===== config.mk =====
export PLATFORM = sky130hd
export DESIGN_NAME = reg_bank_arbiter
export DESIGN_NICKNAME = d
export VERILOG_FILES = /design/src/rtl/reg_bank_pkg.sv /design/src/rtl/reg_bank.sv /design/src/rtl/reg_bank_arbiter.sv
export SDC_FILE = /design/constraint.sdc
export NUM_CORES = 1
export LEC_CHECK = 0
export BUFFER_PORTS_ARGS = -buffer_cell sky130_fd_sc_hd__buf_4
export CORE_MARGIN = 5
export CORE_UTILIZATION = 50
export DETAILED_ROUTE_END_ITERATION = 12
export PLACE_DENSITY = 0.79
export SYNTH_ARGS = -nofsm -noshare
export SYNTH_HDL_FRONTEND = slang
export SYNTH_SLANG_ARGS = --single-unit

===== constraint.sdc =====
create_clock -name clk -period 2.7 [get_ports clk]
set_input_delay 0.135 -clock clk [delete_from_list [all_inputs] [get_ports clk]]
set_output_delay 0.135 -clock clk [all_outputs]
set_load 0.05 [all_outputs]

===== src/rtl/reg_bank_pkg.sv =====
// Shared types and constants for the two-port register bank arbiter.
package reg_bank_pkg;
  typedef enum logic [1:0] {IDLE, ACCESS, RESP} state_t;

  localparam logic PORT_A = 1'b0;
  localparam logic PORT_B = 1'b1;

  localparam int DEF_WIDTH  = 8;
  localparam int DEF_DEPTH  = 8;
  localparam int DEF_ADDR_W = 3;
endpackage


===== src/rtl/reg_bank.sv =====
// DEPTH x WIDTH storage: one write port (commits at clock edge when save=1), combinational read.
// Out-of-range addresses drop writes and read as zero; no backpressure.
module reg_bank
  import reg_bank_pkg::*;
#(
  parameter int WIDTH  = DEF_WIDTH,
  parameter int DEPTH  = DEF_DEPTH,
  parameter int ADDR_W = DEF_ADDR_W
) (
  input  logic              clk,
  input  logic              rst,
  input  logic              save,
  input  logic [ADDR_W-1:0] addr,
  input  logic [WIDTH-1:0]  value,
  output logic [WIDTH-1:0]  rdata
);
  logic [WIDTH-1:0] mem_q [DEPTH];
  logic [WIDTH-1:0] mem_d [DEPTH];
  logic             in_range;

  assign in_range = (32'(addr) < DEPTH);

  always_comb begin
    mem_d = mem_q;
    if (save && in_range) mem_d[addr] = value;
  end

  always_ff @(posedge clk or posedge rst) begin
    if (rst) begin
      for (int i = 0; i < DEPTH; i++) mem_q[i] <= '0;
    end else begin
      mem_q <= mem_d;
    end
  end

  assign rdata = in_range ? mem_q[addr] : '0;
endmodule


===== src/rtl/reg_bank_arbiter.sv =====
// Round-robin arbiter serialising port A/B accesses to reg_bank: gnt at +1, rvalid at +2, 3 cycles/txn.
// No queueing: requesters hold req until gnt; req is only sampled while idle.
module reg_bank_arbiter
  import reg_bank_pkg::*;
#(
  parameter int WIDTH  = DEF_WIDTH,
  parameter int DEPTH  = DEF_DEPTH,
  parameter int ADDR_W = DEF_ADDR_W
) (
  input  logic              clk,
  input  logic              rst,
  input  logic              a_req,
  input  logic              a_we,
  input  logic [ADDR_W-1:0] a_addr,
  input  logic [WIDTH-1:0]  a_wdata,
  output logic              a_gnt,
  output logic              a_rvalid,
  output logic [WIDTH-1:0]  a_rdata,
  input  logic              b_req,
  input  logic              b_we,
  input  logic [ADDR_W-1:0] b_addr,
  input  logic [WIDTH-1:0]  b_wdata,
  output logic              b_gnt,
  output logic              b_rvalid,
  output logic [WIDTH-1:0]  b_rdata,
  output logic              busy
);
  state_t            state_q, state_d;
  logic              sel_q, sel_d;
  logic              last_q, last_d;
  logic              we_q, we_d;
  logic [ADDR_W-1:0] addr_q, addr_d;
  logic [WIDTH-1:0]  wdata_q, wdata_d;
  logic              a_gnt_q, a_gnt_d, b_gnt_q, b_gnt_d;
  logic              a_rvalid_q, a_rvalid_d, b_rvalid_q, b_rvalid_d;
  logic [WIDTH-1:0]  a_rdata_q, a_rdata_d, b_rdata_q, b_rdata_d;
  logic              save;
  logic [WIDTH-1:0]  bank_rdata;

  reg_bank #(.WIDTH(WIDTH), .DEPTH(DEPTH), .ADDR_W(ADDR_W)) u_bank (
    .clk   (clk),
    .rst   (rst),
    .save  (save),
    .addr  (addr_q),
    .value (wdata_q),
    .rdata (bank_rdata)
  );

  always_comb begin
    state_d    = state_q;
    sel_d      = sel_q;
    last_d     = last_q;
    we_d       = we_q;
    addr_d     = addr_q;
    wdata_d    = wdata_q;
    a_gnt_d    = 1'b0;
    b_gnt_d    = 1'b0;
    a_rvalid_d = 1'b0;
    b_rvalid_d = 1'b0;
    a_rdata_d  = a_rdata_q;
    b_rdata_d  = b_rdata_q;
    save       = 1'b0;
    case (state_q)
      IDLE: begin
        if (a_req || b_req) begin
          sel_d = (a_req && b_req) ? ~last_q : (b_req ? PORT_B : PORT_A);
          if (sel_d == PORT_A) begin
            we_d    = a_we;
            addr_d  = a_addr;
            wdata_d = a_wdata;
            a_gnt_d = 1'b1;
          end else begin
            we_d    = b_we;
            addr_d  = b_addr;
            wdata_d = b_wdata;
            b_gnt_d = 1'b1;
          end
          state_d = ACCESS;
        end
      end
      ACCESS: begin
        save = we_q;
        // Per-port rdata flops double as the result register so the idle port keeps its last value.
        if (!we_q) begin
          if (sel_q == PORT_A) a_rdata_d = bank_rdata;
          else                 b_rdata_d = bank_rdata;
        end
        a_rvalid_d = (sel_q == PORT_A);
        b_rvalid_d = (sel_q == PORT_B);
        state_d    = RESP;
      end
      RESP: begin
        last_d  = sel_q;
        state_d = IDLE;
      end
      default: state_d = IDLE;
    endcase
  end

  always_ff @(posedge clk or posedge rst) begin
    if (rst) begin
      state_q    <= IDLE;
      sel_q      <= PORT_A;
      last_q     <= PORT_B;
      we_q       <= 1'b0;
      addr_q     <= '0;
      wdata_q    <= '0;
      a_gnt_q    <= 1'b0;
      b_gnt_q    <= 1'b0;
      a_rvalid_q <= 1'b0;
      b_rvalid_q <= 1'b0;
      a_rdata_q  <= '0;
      b_rdata_q  <= '0;
    end else begin
      state_q    <= state_d;
      sel_q      <= sel_d;
      last_q     <= last_d;
      we_q       <= we_d;
      addr_q     <= addr_d;
      wdata_q    <= wdata_d;
      a_gnt_q    <= a_gnt_d;
      b_gnt_q    <= b_gnt_d;
      a_rvalid_q <= a_rvalid_d;
      b_rvalid_q <= b_rvalid_d;
      a_rdata_q  <= a_rdata_d;
      b_rdata_q  <= b_rdata_d;
    end
  end

  assign a_gnt    = a_gnt_q;
  assign b_gnt    = b_gnt_q;
  assign a_rvalid = a_rvalid_q;
  assign b_rvalid = b_rvalid_q;
  assign a_rdata  = a_rdata_q;
  assign b_rdata  = b_rdata_q;
  assign busy     = (state_q != IDLE);
endmodule


==> summary.md, run 1 <==
| Metric | Value |
|---|---|
| Outcome | finished, final reports clean |
| Worst VDD drop | 0.524 mV |
| Dpl cell area | 4920 sq um |
| Setup TNS | 0 ns |
| Ys async rst share | 100% |
| Post-route ant nets | 0 |
| Clk slew on worst S/H paths | 0.09 ns |
| Tot Pwr | 0.00649 W |
| Worst-margin pin slew | 1.08 ns |
| Worst min path class | in -> reg |
| Sw Ratio | 38.6% |
| Via count | 2576 |
| Fmax achieved | 456 MHz |
| DRC Markers | 0 |
| Layout Nets | 380 |
| Leakage | 2.39 nW |
| Worst path slowest cell | dfrtp_2 |
| Boundary pin count | 49 |
| Die Area | 11000 sq um |
| Row Count | 34 |
| Fill cells | 679 |
| Clock Tree Buf Depth | 2 |
| RePlAce Congestion | 0.740 |
| Post-Syn Nets | 331 |
| Hold Violations, Final | 0 |
| Type of origin of the critical path | register |
| Critical path arrival | 2.44 ns |
| Primary FF master, synth | dfrtp_1 |
| Final Max Slew Viols | 0 |
| Synth Register Bits | 100 |
| Worst relative slew slack | 28.2% |
| Register share of total power | 44.9% |
| CTS tree | built |
| Max incr delay on CP | 1.08 ns |
| Sw power | 0.00251 W |
| Die H | 105 microns |
| Die Span X | 105 microns |
| Post-synth top area share | 55.1% |
| Max Cap Viol | 0 |
| Largest net degree at the start of global routing | 66 |
| RSZ-0062 raised after global routing | false |
| Cells after Synth | 303 |
| Most common cell in the netlist | dfrtp_1 |
| Clock Skew | 0.00781 ns |
| Final instance area | 5120 sq um |
| Initial Util | 51.5% |
| Crit path cell chain | nand2_1, nor2_2, mux2_2 |
| Core Region | 8720 sq um |
| Post-synth EDFFs | 0 |
| Initial DRT Pass Iterations | 4 |
| 1st-iter DRT viols | 79 |
| First-pass GRT wire length | 14.2 mm |
| Post-synth top cells | 99 x dfrtp_1, 88 x mux2_2, 32 x mux2i_1 |
| CTS Buf Count | 9 |
| Routed vias/inst | 5.54 |
| Netlist Area Pre-Place | 4490 sq um |
| Synth area leader | dfrtp_1 |
| Dpl hpwl | 5.80 mm |
| Initial antenna violation count | 0 |
| Post-DR wirelength/cell | 18.0 microns |
| Kind of critical path | reg -> reg |
| Buffers added on ports | 48 |
| Vias in the first global route | 2715 |
| Final setup vio count | 0 |
| Ant diodes | 0 |
| Yosys cell types | 29 |
| Gr usage total | 16.3% |
| H-tree depth | 3 |
| Tmin final | 2.19 ns |
| Sequential area share after synthesis | 55.7% |
| Final period util | 81.3% |
| P_int | 0.00398 W |
| Power share of the clock group | 14.4% |
| Average cell area after synthesis | 14.8 sq um |
| Gr ovfl total | 0 |
| Clock Latency Late Sink | 0.36 ns |
| Total Wirelength | 8.36 mm |
| Critical path fanouts, max | 40 |
| Synth-to-layout area growth | 13.8% |
| Clock Tree Root | clkbuf_8 |
| PwrDens | 1270 nW/um^2 |
| Combinational group share of total power | 40.7% |
| Clock Sinks | 100 |
| Fraction of layout cells with a size suffix above 1 | 48.5% |
| Syn. warnings | 0 |
| CP Capture Type | register |
| Worst EP required | 2.94 ns |
| Synth area leaders | dfrtp_1 55%, mux2_2 22%, mux2i_1 7.1% |
## metal layers
| layer | global-route usage, % | part of all wire (%) | wire [microns] | up-vias |
|---|---|---|---|---|
| met5 | 0 | 0 | 0 | - |
| met4 | 5.75 | 1.4 | 116 | 0 |
| met3 | 3.21 | 4.2 | 348 | 11 |
| met2 | 24.7 | 47 | 3890 | 46 |
| met1 | 23.4 | 48 | 4000 | 1335 |
| li1 | - | - | - | 1184 |
## state kept, by name, summed over array words and instances, names as in the netlist
signal / count
a_rdata: 8
wdata_q: 8
state_q: 2
b_rdata: 8
we_q: 1
b_gnt: 1
a_gnt: 1
sel_q: 1
last_q: 1
u_bank.mem_q: 64
b_rvalid: 1
addr_q: 3
a_rvalid: 1
## worst paths after layout
path                                    end  slack (ns)  cells past startpoint        startpoint
hold reg to reg            u_bank.mem_q[57]        0.51                      1  u_bank.mem_q[57]
min in group asynchronous          a_rvalid        0.48                      3               rst
setup / recovery            u_bank.mem_q[2]        0.51                      3         addr_q[0]
hold / removal                        a_gnt        0.08                      3             a_req
max in group asynchronous  u_bank.mem_q[10]        1.46                      4               rst
setup reg to reg            u_bank.mem_q[2]        0.51                      3         addr_q[0]
## power by group through the flow
stage	registers (W)	logic (W)	clock network, W
6_report	0.00292	0.00264	0.000934
2_1_floorplan	0.00308	0.00181	0
4_1_cts	0.00292	0.00267	0.000947
3_5_place_dp	0.00295	0.00265	0
3_3_place_gp	0.00291	0.00259	0
5_1_grt	0.00303	0.00284	0.00102
## timing repair
action | CTS | global route
buffers inserted | 0 | 0
hold buffers | 1 | 0
resized for setup | 0 | 0
endpoints found under the hold margin | 34 | 0
setup endpoints to repair | 0 | 0
## logic make-up after synthesis
family | count (synthesis) | synth area share [%]
flops | 100 | 55.7
simple gates | 37 | 5.71
buf+inv | 18 | 2.92
mux | 129 | 33.4
compound gates | 19 | 2.23
## layout make-up
type | count | area, sq um | area share (%)
flip-flops and latches | 100 | 2500 | 49.0
well taps | 108 | 135 | 2.64
clock inverters | 3 | 40.0 | 0.783
multi-input cells | 185 | 1860 | 36.3
repair buffers | 53 | 413 | 8.07
clock buffers | 13 | 149 | 2.91
inverters | 3 | 15.0 | 0.293
## per-stage QoR
step                worst slack [ns]  utilization (%)  cells  hold slack (ns)
floorplan                       1.10                -    303            0.369
global placement               0.513             56.4    448            0.324
detailed placement             0.502             56.4    448            0.331
CTS                            0.494             58.7    465           0.0701
global route                   0.331             58.7    465           0.0960
finish                         0.506             58.7    465           0.0771
## cells in the final DEF, fill, tap and decap left out, types with 2 or more instances in the layout
cell type,instances
nor2b_1,3
mux4_2,8
and2_1,2
mux2_2,88
inv_1,2
a21oi_1,16
clkbuf_1,3
nand2_1,2
buf_4,51
mux2i_1,32
clkinv_2,2
dfrtp_1,98
nor3b_4,2
nor2_1,19
nand3b_2,2
clkbuf_8,10
## worst max-delay path, delay by kind of cell, from the launching register on
kind / cells / cell delay [ns]
flops: 1 / 1.08
mux: 1 / 0.39
simple gates: 2 / 0.60
Note: power is estimated with default switching activity, not from simulation.
==> run 2, diff against run 1 <==
Clock period 2.7 ns to 1.82 ns, I/O delays scaled along.
==> run 2 against run 1 <==
  * Sequential share of layout area decreased by 0.87 points
  * Flip-flop and latch count unchanged
  * Cell count increased by 1.9%
==> summary.md, run 2 (synthesis results as in run 1) <==
| Metric | Value |
|---|---|
| Outcome | finished, final reports clean |
| Hold Violations, Final | 0 (unchanged) |
| Critical path arrival | 1.98 ns (-0.46 ns) |
| Clock Skew | 0.00663 ns (-0.00118 ns) |
| Post-route ant nets | 0 (unchanged) |
| Register share of total power | 42.2% (-2.7 points) |
| Worst relative slew slack | 62.4% (+34 points) |
| Core Region | 8720 sq um (unchanged) |
| CP Capture Type | register |
| Vias in the first global route | 2700 (-0.55%) |
| Leakage | 2.43 nW (+1.8%) |
| Max incr delay on CP | 0.46 ns (-0.62 ns) |
| Hold path depth | 3 (unchanged) |
| Tmin final | 1.73 ns (-0.465 ns) |
| Kind of critical path | reg -> reg |
| Clock Tree Buf Depth | 2 (unchanged) |
| CTS Buf Count | 9 (unchanged) |
| Placed Instances | 458 (+2.2%) |
| P_int | 0.00589 W (+48%) |
| First-pass GRT wire length | 13.9 mm (-1.9%) |
| Critical path fanouts, max | 8 (-80%) |
| Commonest non-fill, non-tap cell in the layout | dfrtp_1 |
| Fmax achieved | 578 MHz (+27%) |
| Setup TNS | 0 ns (unchanged) |
| Biggest register | u_bank.mem_q |
| Worst min path class | in -> reg |
| Final period util | 95.0% (+14 points) |
| Worst VDD drop | 0.682 mV (+30%) |
| Clock Latency Late Sink | 0.36 ns (about the same) |
| Initial antenna violation count | 0 (unchanged) |
| Combinational group share of total power | 44.8% (+4.1 points) |
| Clock Sinks | 100 (unchanged) |
| Final Max Slew Viols | 0 (unchanged) |
| Buffers added on ports | 48 (unchanged) |
| Initial DRT Pass Iterations | 4 (unchanged) |
| H-tree depth | 3 (unchanged) |
| Post-DR wirelength/cell | 17.7 microns (-1.7%) |
| Hold Worst Slack | 0.0772 ns (+0.000172 ns) |
| Post-cts sizing count | 0 (unchanged) |
| Total Wirelength | 8.37 mm (+0.20%) |
| Initial Util | 51.5% (unchanged) |
| Fraction of layout cells with a size suffix above 1 | 50.0% (+1.5 points) |
| Via count | 2562 (-0.54%) |
| Worst EP required | 2.07 ns (-0.87 ns) |
| Synth-to-layout area growth | 15.9% |
| Clk slew on worst S/H paths | 0.09 ns (about the same) |
| Final setup vio count | 0 (unchanged) |
| Power share of the clock group | 13.0% (-1.4 points) |
| Dpl hpwl | 5.91 mm (+1.9%) |
| Sw Ratio | 38.8% (+0.15 points) |
| RePlAce Congestion | 0.736 (-0.51%) |
| Worst-margin pin slew | 0.565 ns (-0.512 ns) |
| Worst path slowest cell | dfrtp_1 |
| Most frequent cells in the layout | 98 x dfrtp_1, 88 x mux2_2, 58 x buf_4 |
| DRC Markers | 0 (unchanged) |
| CTS tree | built |
| Gr usage total | 15.9% (-0.33 points) |
| Die Area | 11000 sq um (unchanged) |
| 1st-iter DRT viols | 106 (+34%) |
| Max Cap Viol | 0 (unchanged) |
| Sw power | 0.00373 W (+49%) |
| Gr ovfl total | 0 (unchanged) |
| Fin cells | 474 (+1.9%) |
| Boundary pin count | 49 (unchanged) |
| Die Span X | 105 microns (unchanged) |
| Type of origin of the critical path | register |
| Largest net degree at the start of global routing | 93 (+41%) |
| RSZ-0062 raised after global routing | false |
| Layout Nets | 390 (+2.6%) |
| Reg2reg path depth | 3 (unchanged) |
| Routed vias/inst | 5.41 (-2.4%) |
| PwrDens | 1850 nW/um^2 (+46%) |
| Clock Tree Root | clkbuf_8 |
| Tot Pwr | 0.00962 W (+48%) |
| Crit path cell chain | and4bb_4, and3_1, mux2_2 |
| Die H | 105 microns (unchanged) |
| Max reg flops | 64 (unchanged) |
| Ant diodes | 0 (unchanged) |
| Row Count | 34 (unchanged) |
[run 2: changes by cell type in the layout (fill, tap and decap cells not counted)]
cell,before,now
buf_12,1,4
buf_4,51,58
bufinv_16,1,0
clkbuf_1,3,2
clkinv_2,2,0
clkinv_4,0,1
clkinvlp_4,1,3
[run 2: what timing repair did]
item	4_1_cts	5_1_grt
buffers inserted	0	0
hold buffers	1	0
hold endpoints to repair	8	0
endpoints found under the setup margin	0	0
[run 2: area by class of cell]
type / instances / area, sq um
Clock buffer: 12 / 145
Clock inverter: 3 / 23.8
Fill cell: 695 / 3510
Inverter: 3 / 15.0
Multi-Input combinational cell: 185 / 1860
Sequential cell: 100 / 2500
Tap cell: 108 / 135
Timing Repair Buffer: 63 / 526
[run 2: metal layers]
metal / global-route usage [%] / part of all wire (%)
met5: 0 / 0
met4: 4.93 / 1.3
met3: 3.08 / 3.5
met2: 26.0 / 50
met1: 21.6 / 45
[run 2: power by group through the flow]
stage	Clock, W	Sequential, W	Combinational, W
6_report	0.00125	0.00406	0.00431
3_3_place_gp	0	0.00405	0.00423
2_1_floorplan	0	0.00457	0.00268
3_5_place_dp	0	0.00412	0.00435
5_1_grt	0.00137	0.00422	0.00462
4_1_cts	0.00129	0.00407	0.00436
[run 2: worst paths after layout]
kind / startpoint / end / slack (ns)
worst max-delay path: state_q[1] / u_bank.mem_q[21] / 0.09
worst min-delay path: a_wdata[5] / wdata_q[5] / 0.08
worst max register to register: state_q[1] / u_bank.mem_q[21] / 0.09
worst min register to register: u_bank.mem_q[18] / u_bank.mem_q[18] / 0.51
max in group asynchronous: rst / addr_q[0] / 0.88
min in group asynchronous: rst / b_rvalid / 0.21
[run 2: worst max-delay path, delay by kind of cell, from the launching register on]
kind | cells | cell delay, ns
and+or+nand+nor | 2 | 0.78
muxes | 1 | 0.38
DFF | 1 | 0.46
[run 2: per-stage QoR]
stage,utilization (%),setup slack (ns),instance area [sq um]
final,59.7,0.0906,5210
after global routing,59.7,0.00672,5210
after CTS,59.7,0.0691,5210
after detailed placement,57.7,0.0784,5030
after global placement,57.7,0.139,5030
after floorplan,-,0.220,4500
